==> src/rtl/alu_mul_sequencer.sv <==
// alu_mul_sequencer: shift-and-add 16x16 multiplier (low half) that borrows an external Hack ALU for every sum.
module alu_mul_sequencer #(
  parameter bit EARLY_EXIT = 1'b1
) (
  input  logic        clk,
  input  logic        reset_n,
  input  logic        req_valid,
  output logic        req_ready,
  input  logic [15:0] req_a,
  input  logic [15:0] req_b,
  output logic        resp_valid,
  input  logic        resp_ready,
  output logic [15:0] resp_prod,
  output logic        resp_zr,
  output logic        resp_ng,
  output logic [15:0] alu_x,
  output logic [15:0] alu_y,
  output logic [5:0]  alu_ctl,
  input  logic [15:0] alu_out
);
  typedef enum logic [2:0] {IDLE, TEST, ADD, DBL, DONE} state_t;
  localparam logic [5:0] CTL_ZERO = 6'b101010;
  localparam logic [5:0] CTL_ADD  = 6'b000010;
  state_t      state_q, state_d;
  logic [15:0] mcand_q, mcand_d, mplier_q, mplier_d, acc_q, acc_d;
  logic [4:0]  cnt_q, cnt_d;
  always_ff @(posedge clk or negedge reset_n) begin
    if (!reset_n) begin
      state_q  <= IDLE;
      mcand_q  <= '0;
      mplier_q <= '0;
      acc_q    <= '0;
      cnt_q    <= '0;
    end else begin
      state_q  <= state_d;
      mcand_q  <= mcand_d;
      mplier_q <= mplier_d;
      acc_q    <= acc_d;
      cnt_q    <= cnt_d;
    end
  end
  // The ALU is idle (constant-zero function) outside ADD and DBL.
  always_comb begin
    state_d    = state_q;
    mcand_d    = mcand_q;
    mplier_d   = mplier_q;
    acc_d      = acc_q;
    cnt_d      = cnt_q;
    req_ready  = 1'b0;
    resp_valid = 1'b0;
    alu_x      = '0;
    alu_y      = '0;
    alu_ctl    = CTL_ZERO;
    case (state_q)
      IDLE: begin
        req_ready = 1'b1;
        if (req_valid) begin
          mcand_d  = req_a;
          mplier_d = req_b;
          acc_d    = '0;
          cnt_d    = '0;
          state_d  = TEST;
        end
      end
      TEST: state_d = (cnt_q == 5'd16 || (EARLY_EXIT && mplier_q == 16'd0)) ? DONE :
                      mplier_q[0] ? ADD : DBL;
      ADD: begin
        alu_x   = acc_q;
        alu_y   = mcand_q;
        alu_ctl = CTL_ADD;
        acc_d   = alu_out;
        state_d = DBL;
      end
      DBL: begin
        alu_x    = mcand_q;
        alu_y    = mcand_q;
        alu_ctl  = CTL_ADD;
        mcand_d  = alu_out;
        mplier_d = mplier_q >> 1;
        cnt_d    = cnt_q + 5'd1;
        state_d  = TEST;
      end
      DONE: begin
        resp_valid = 1'b1;
        if (resp_ready) state_d = IDLE;
      end
      default: state_d = IDLE;
    endcase
  end
  assign resp_prod = acc_q;
  assign resp_zr   = (acc_q == 16'd0);
  assign resp_ng   = acc_q[15];
endmodule
==> config.mk <==
export PLATFORM = sky130hd
export DESIGN_NAME = alu_mul_sequencer
export DESIGN_NICKNAME = d
export VERILOG_FILES = /design/src/rtl/alu_mul_sequencer.sv
export SDC_FILE = /design/constraint.sdc
export NUM_CORES = 1
export LEC_CHECK = 0
export ABC_AREA = 1
export ABC_CLOCK_PERIOD_IN_PS = 1700
export CAP_MARGIN = 10
export CORE_ASPECT_RATIO = 2
export CORE_MARGIN = 8
export CORE_UTILIZATION = 44
export DETAILED_ROUTE_END_ITERATION = 16
export PLACE_DENSITY = 0.8
export SETUP_SLACK_MARGIN = 0.05
export SLEW_MARGIN = 20
export SYNTH_ARGS = -nofsm -noshare
export SYNTH_HDL_FRONTEND = slang
export SYNTH_SLANG_ARGS = --single-unit
==> constraint.sdc <==
create_clock -name clk -period 1.7 [get_ports clk]
set_clock_uncertainty 0.2 [all_clocks]
set_input_delay 0.34 -clock clk [delete_from_list [all_inputs] [get_ports clk]]
set_output_delay 0.34 -clock clk [all_outputs]
set_load 0.02 [all_outputs]
==> flow_metrics.env, run 1 <==
export IMPL_status="finished, violations left"
export IMPL_violations="negative setup slack"
export IMPL_core_area_sq_um=6460
export IMPL_cts_tree="built"
export IMPL_setup_worst_path_class="reg -> out"
export IMPL_vias=3463
export IMPL_vias_per_cell=5.81
export IMPL_clk_pin_slew_worst_paths_ns=0.07
export IMPL_ant_nets=0
export IMPL_placed_cell_area_sq_um=4690
export IMPL_routabilityCongestion=0.847
export IMPL_synthXorXnorAreaFrac_pct=0.304
export IMPL_synthCells=332
export IMPL_muxShareOfSynthArea_pct=0
export IMPL_dr_pass1_iters=4
export IMPL_clk_insertion_delay_late_ns=0.31
export IMPL_cp_start_kind="flop"
export IMPL_worstPathRequired_ns=1.16
export IMPL_antenna_cells=0
export IMPL_rsz0062_at_grt="yes"
export IMPL_grt_pass1_vias=3574
export IMPL_drc_errors=0
export IMPL_synth_top_family_by_area="compound AO/OA/AOI/OAI gates"
export IMPL_maxCapViolCount=0
export IMPL_nFillCells=292
export IMPL_setup_viol=89
export IMPL_synth_edf_count=0
export IMPL_reg2reg_from="state_q[1]$_DFFE_PN0P_"
export IMPL_synth_fa_ha_area_share_pct=0.869
export IMPL_fin_setup_tns_ns=-17.14
export IMPL_synth_cell_types=28
export IMPL_worstReg2RegEnd="mcand_q[15]$_DFFE_PN0P_"
export IMPL_seq_area_frac_synth_pct=48.7
export IMPL_synth_compound_area_share_pct=20.2
export IMPL_critPathCaptureType="output port"
export IMPL_die_y_um=130
export IMPL_period_minus_slack_ns=2.06
export IMPL_rows=42
export IMPL_p_leak_nw=2.47
export IMPL_syn_mean_instance_area_sq_um=8.68
export IMPL_drt_wl_total_um=14700
export IMPL_grt_pass1_wl_um=18900
export IMPL_grt_use_total_pct=26.1
export IMPL_drv_slew=0
export IMPL_p_per_area_nw_per_um2=2230
export IMPL_h_tree_depth=2
export IMPL_hp_start="cnt_q[3]$_DFFE_PN0P_"
export IMPL_cts_sinks=56
export IMPL_yosysWarnings=0
export IMPL_synth_area_sq_um=2880
export IMPL_gr_total_overflow=0
export IMPL_p_total_mw=12.6
export IMPL_finalHoldViolCount=0
export IMPL_synth_ff_type="dfrtp_1"
export IMPL_ys_ff_latch=56
export IMPL_synthSimpleGateAreaFrac_pct=16.6
export IMPL_area_growth_pct=96.4
export IMPL_final_nets=561
export IMPL_grt_start_max_net_pins=57
export IMPL_drive_gt1_share_pct=49.0
export IMPL_die_area_sq_um=9550
export IMPL_whs_ns=0.342
export IMPL_arrival_ns=1.52
export IMPL_start_util_pct=44.6
export IMPL_drt_iter0_drc=239
export IMPL_post_route_cell_area_sq_um=5660
export IMPL_r2r_setup_slack_ns=-0.22
export IMPL_hp_class="reg -> reg"
export IMPL_setup_ws_ns=-0.363
export IMPL_io_buffers=105
export IMPL_fmax_mhz=485
export IMPL_cts_made_buffers=5
export IMPL_ctsLongestPathBuffers=2
export IMPL_synth_async_reset_ratio_pct=100
export IMPL_worst_ir_drop_vdd_uv=1670
export IMPL_holdPathStages=1
export IMPL_routedWlPerCell_um=24.7
export IMPL_utilization_pct=87.5
export IMPL_critPathMaxFanout=4
export IMPL_r2r_cells=11
export IMPL_period_share_pct=121
export IMPL_grt_antenna_before_repair=0
export IMPL_io_pins=110
export IMPL_die_w_um=73.2
export IMPL_root_buffer="clkbuf_16"
export IMPL_post_dp_hpwl_um=7110
export IMPL_min_to="cnt_q[3]$_DFFE_PN0P_"
report_power, final:
part	switching, mW	internal (mW)	total (mW)	leakage [nW]
clock network	0.501	0.591	1.09	0.0712
registers	0.524	1.95	2.47	0.667
logic	4.94	4.12	9.07	1.73
total	5.97	6.66	12.6	2.47
metrics by stage:
| stage | std cells | setup slack, ns |
|---|---|---|
| 6_report | 596 | -0.363 |
| 5_1_grt | 596 | -0.386 |
| 3_5_place_dp | 568 | -0.425 |
| 2_1_floorplan | 334 | -0.0504 |
| 4_1_cts | 594 | -0.269 |
| 3_3_place_gp | 568 | -0.384 |
flip-flops by register name, indices dropped and copies added (netlist names):
name       cells
mcand_q       16
cnt_q          5
mplier_q      16
state_q        3
resp_prod     16
how the worst max path moves through the flow:
stage,startpoint,to,slack (ns),depth (start not counted)
floorplan,state_q[2]$_DFFE_PN0P_,alu_y[10],-0.05,4
global placement,state_q[2]$_DFFE_PN0P_,alu_x[2],-0.38,5
detailed placement,state_q[2]$_DFFE_PN0P_,alu_x[10],-0.43,5
CTS,state_q[2]$_DFFE_PN0P_,alu_x[10],-0.27,5
global route,resp_prod[14]$_DFFE_PN0P_,resp_zr,-0.39,4
finish,state_q[2]$_DFFE_PN0P_,alu_x[3],-0.36,5
area by class of cell:
type | count | area (sq um) | area share [%]
repair buffers | 188 | 1880 | 33.2
multi-input cells | 198 | 1880 | 33.2
flip-flops and latches | 56 | 1400 | 24.8
inverters | 58 | 240 | 4.25
clock buffers | 8 | 146 | 2.59
well taps | 88 | 110 | 1.95
repair_timing:
item | in CTS | in global routing
setup buffers | 14 | 6
pin swaps | 4 | 11
endpoints found under the setup margin | 105 | 100
resized for setup | 297 | 87
gates cloned | 3 | 1
hold buffers | 1 | 0
endpoints found under the hold margin | 56 | 0
cell families (layout without fill, tap and decap cells):
family | count (synthesis) | in the layout
and+or+nand+nor | 101 | 101
AOI/OAI and AO/OA | 90 | 90
buffers and inverters | 80 | 254
DFF | 56 | 56
adders and majority gates | 2 | 2
other | 2 | 4
xor gates and xnor gates | 1 | 1
synth_stat cells, types with 2 or more instances:
cell type / instances / area (sq um)
nor2_1: 60 / 225
a21oi_1: 13 / 65.1
nand3_1: 6 / 30.0
buf_6: 4 / 45.0
o22ai_1: 56 / 350
nand2_1: 23 / 86.3
nor4_1: 2 / 12.5
inv_2: 4 / 15.0
nand2_8: 2 / 40.0
nand4_1: 2 / 12.5
o21ai_1: 10 / 50.1
ha_1: 2 / 25.0
inv_1: 53 / 199
dfrtp_1: 56 / 1400
buf_4: 9 / 67.6
o211ai_2: 8 / 100
conb_1: 2 / 7.51
buf_2: 9 / 45.0
o21ai_0: 2 / 10.0
placed cells by master, fill, tap and decap left out, drive strengths merged:
cell type / synthesis / final
a21oi: 13 / 13
buf: 22 / 121
clkbuf: 0 / 17
clkdlybuf4s15: 0 / 2
clkdlybuf4s50: 0 / 50
conb: 2 / 4
dfrtp: 56 / 56
dlygate4sd2: 0 / 5
dlygate4sd3: 0 / 1
ha: 2 / 2
inv: 58 / 58
nand2: 27 / 27
nand3: 8 / 8
nand4: 2 / 2
nor2: 61 / 61
nor3: 1 / 1
nor4: 2 / 2
o211ai: 9 / 9
o21ai: 12 / 12
o22ai: 56 / 56
xnor2: 1 / 1
worst max-delay path, cell delays in order, from the launching register on:
cell and delay (ns):
dfrtp_2 0.44, inv_4 0.11, nand3_4 0.13, buf_4 0.21
o22ai_4 0.18, buf_6 0.15
metal layers:
metal / GRT usage (%) / vias up / wire length [um] / share of wire [%]
li1: - / 1444 / - / -
met1: 29.1 / 1731 / 5250 / 36
met2: 45.7 / 236 / 7660 / 52
met3: 5.05 / 52 / 1190 / 8.0
met4: 12.8 / 0 / 639 / 4.3
met5: 0 / - / 0 / 0
Note: power is estimated with default switching activity, not from simulation.
==> run 2: changes to the inputs <==
--- a/config.mk
+++ b/config.mk
@@ -7,7 +7,7 @@
 export LEC_CHECK = 0
 export ABC_AREA = 1
 export ABC_CLOCK_PERIOD_IN_PS = 1700
-export CAP_MARGIN = 10
+export CAP_MARGIN = 40
 export CORE_ASPECT_RATIO = 2
 export CORE_MARGIN = 8
 export CORE_UTILIZATION = 44
==> results of run 2 <==
No change in the layout: final DEF, timing and power equal those of run 1.
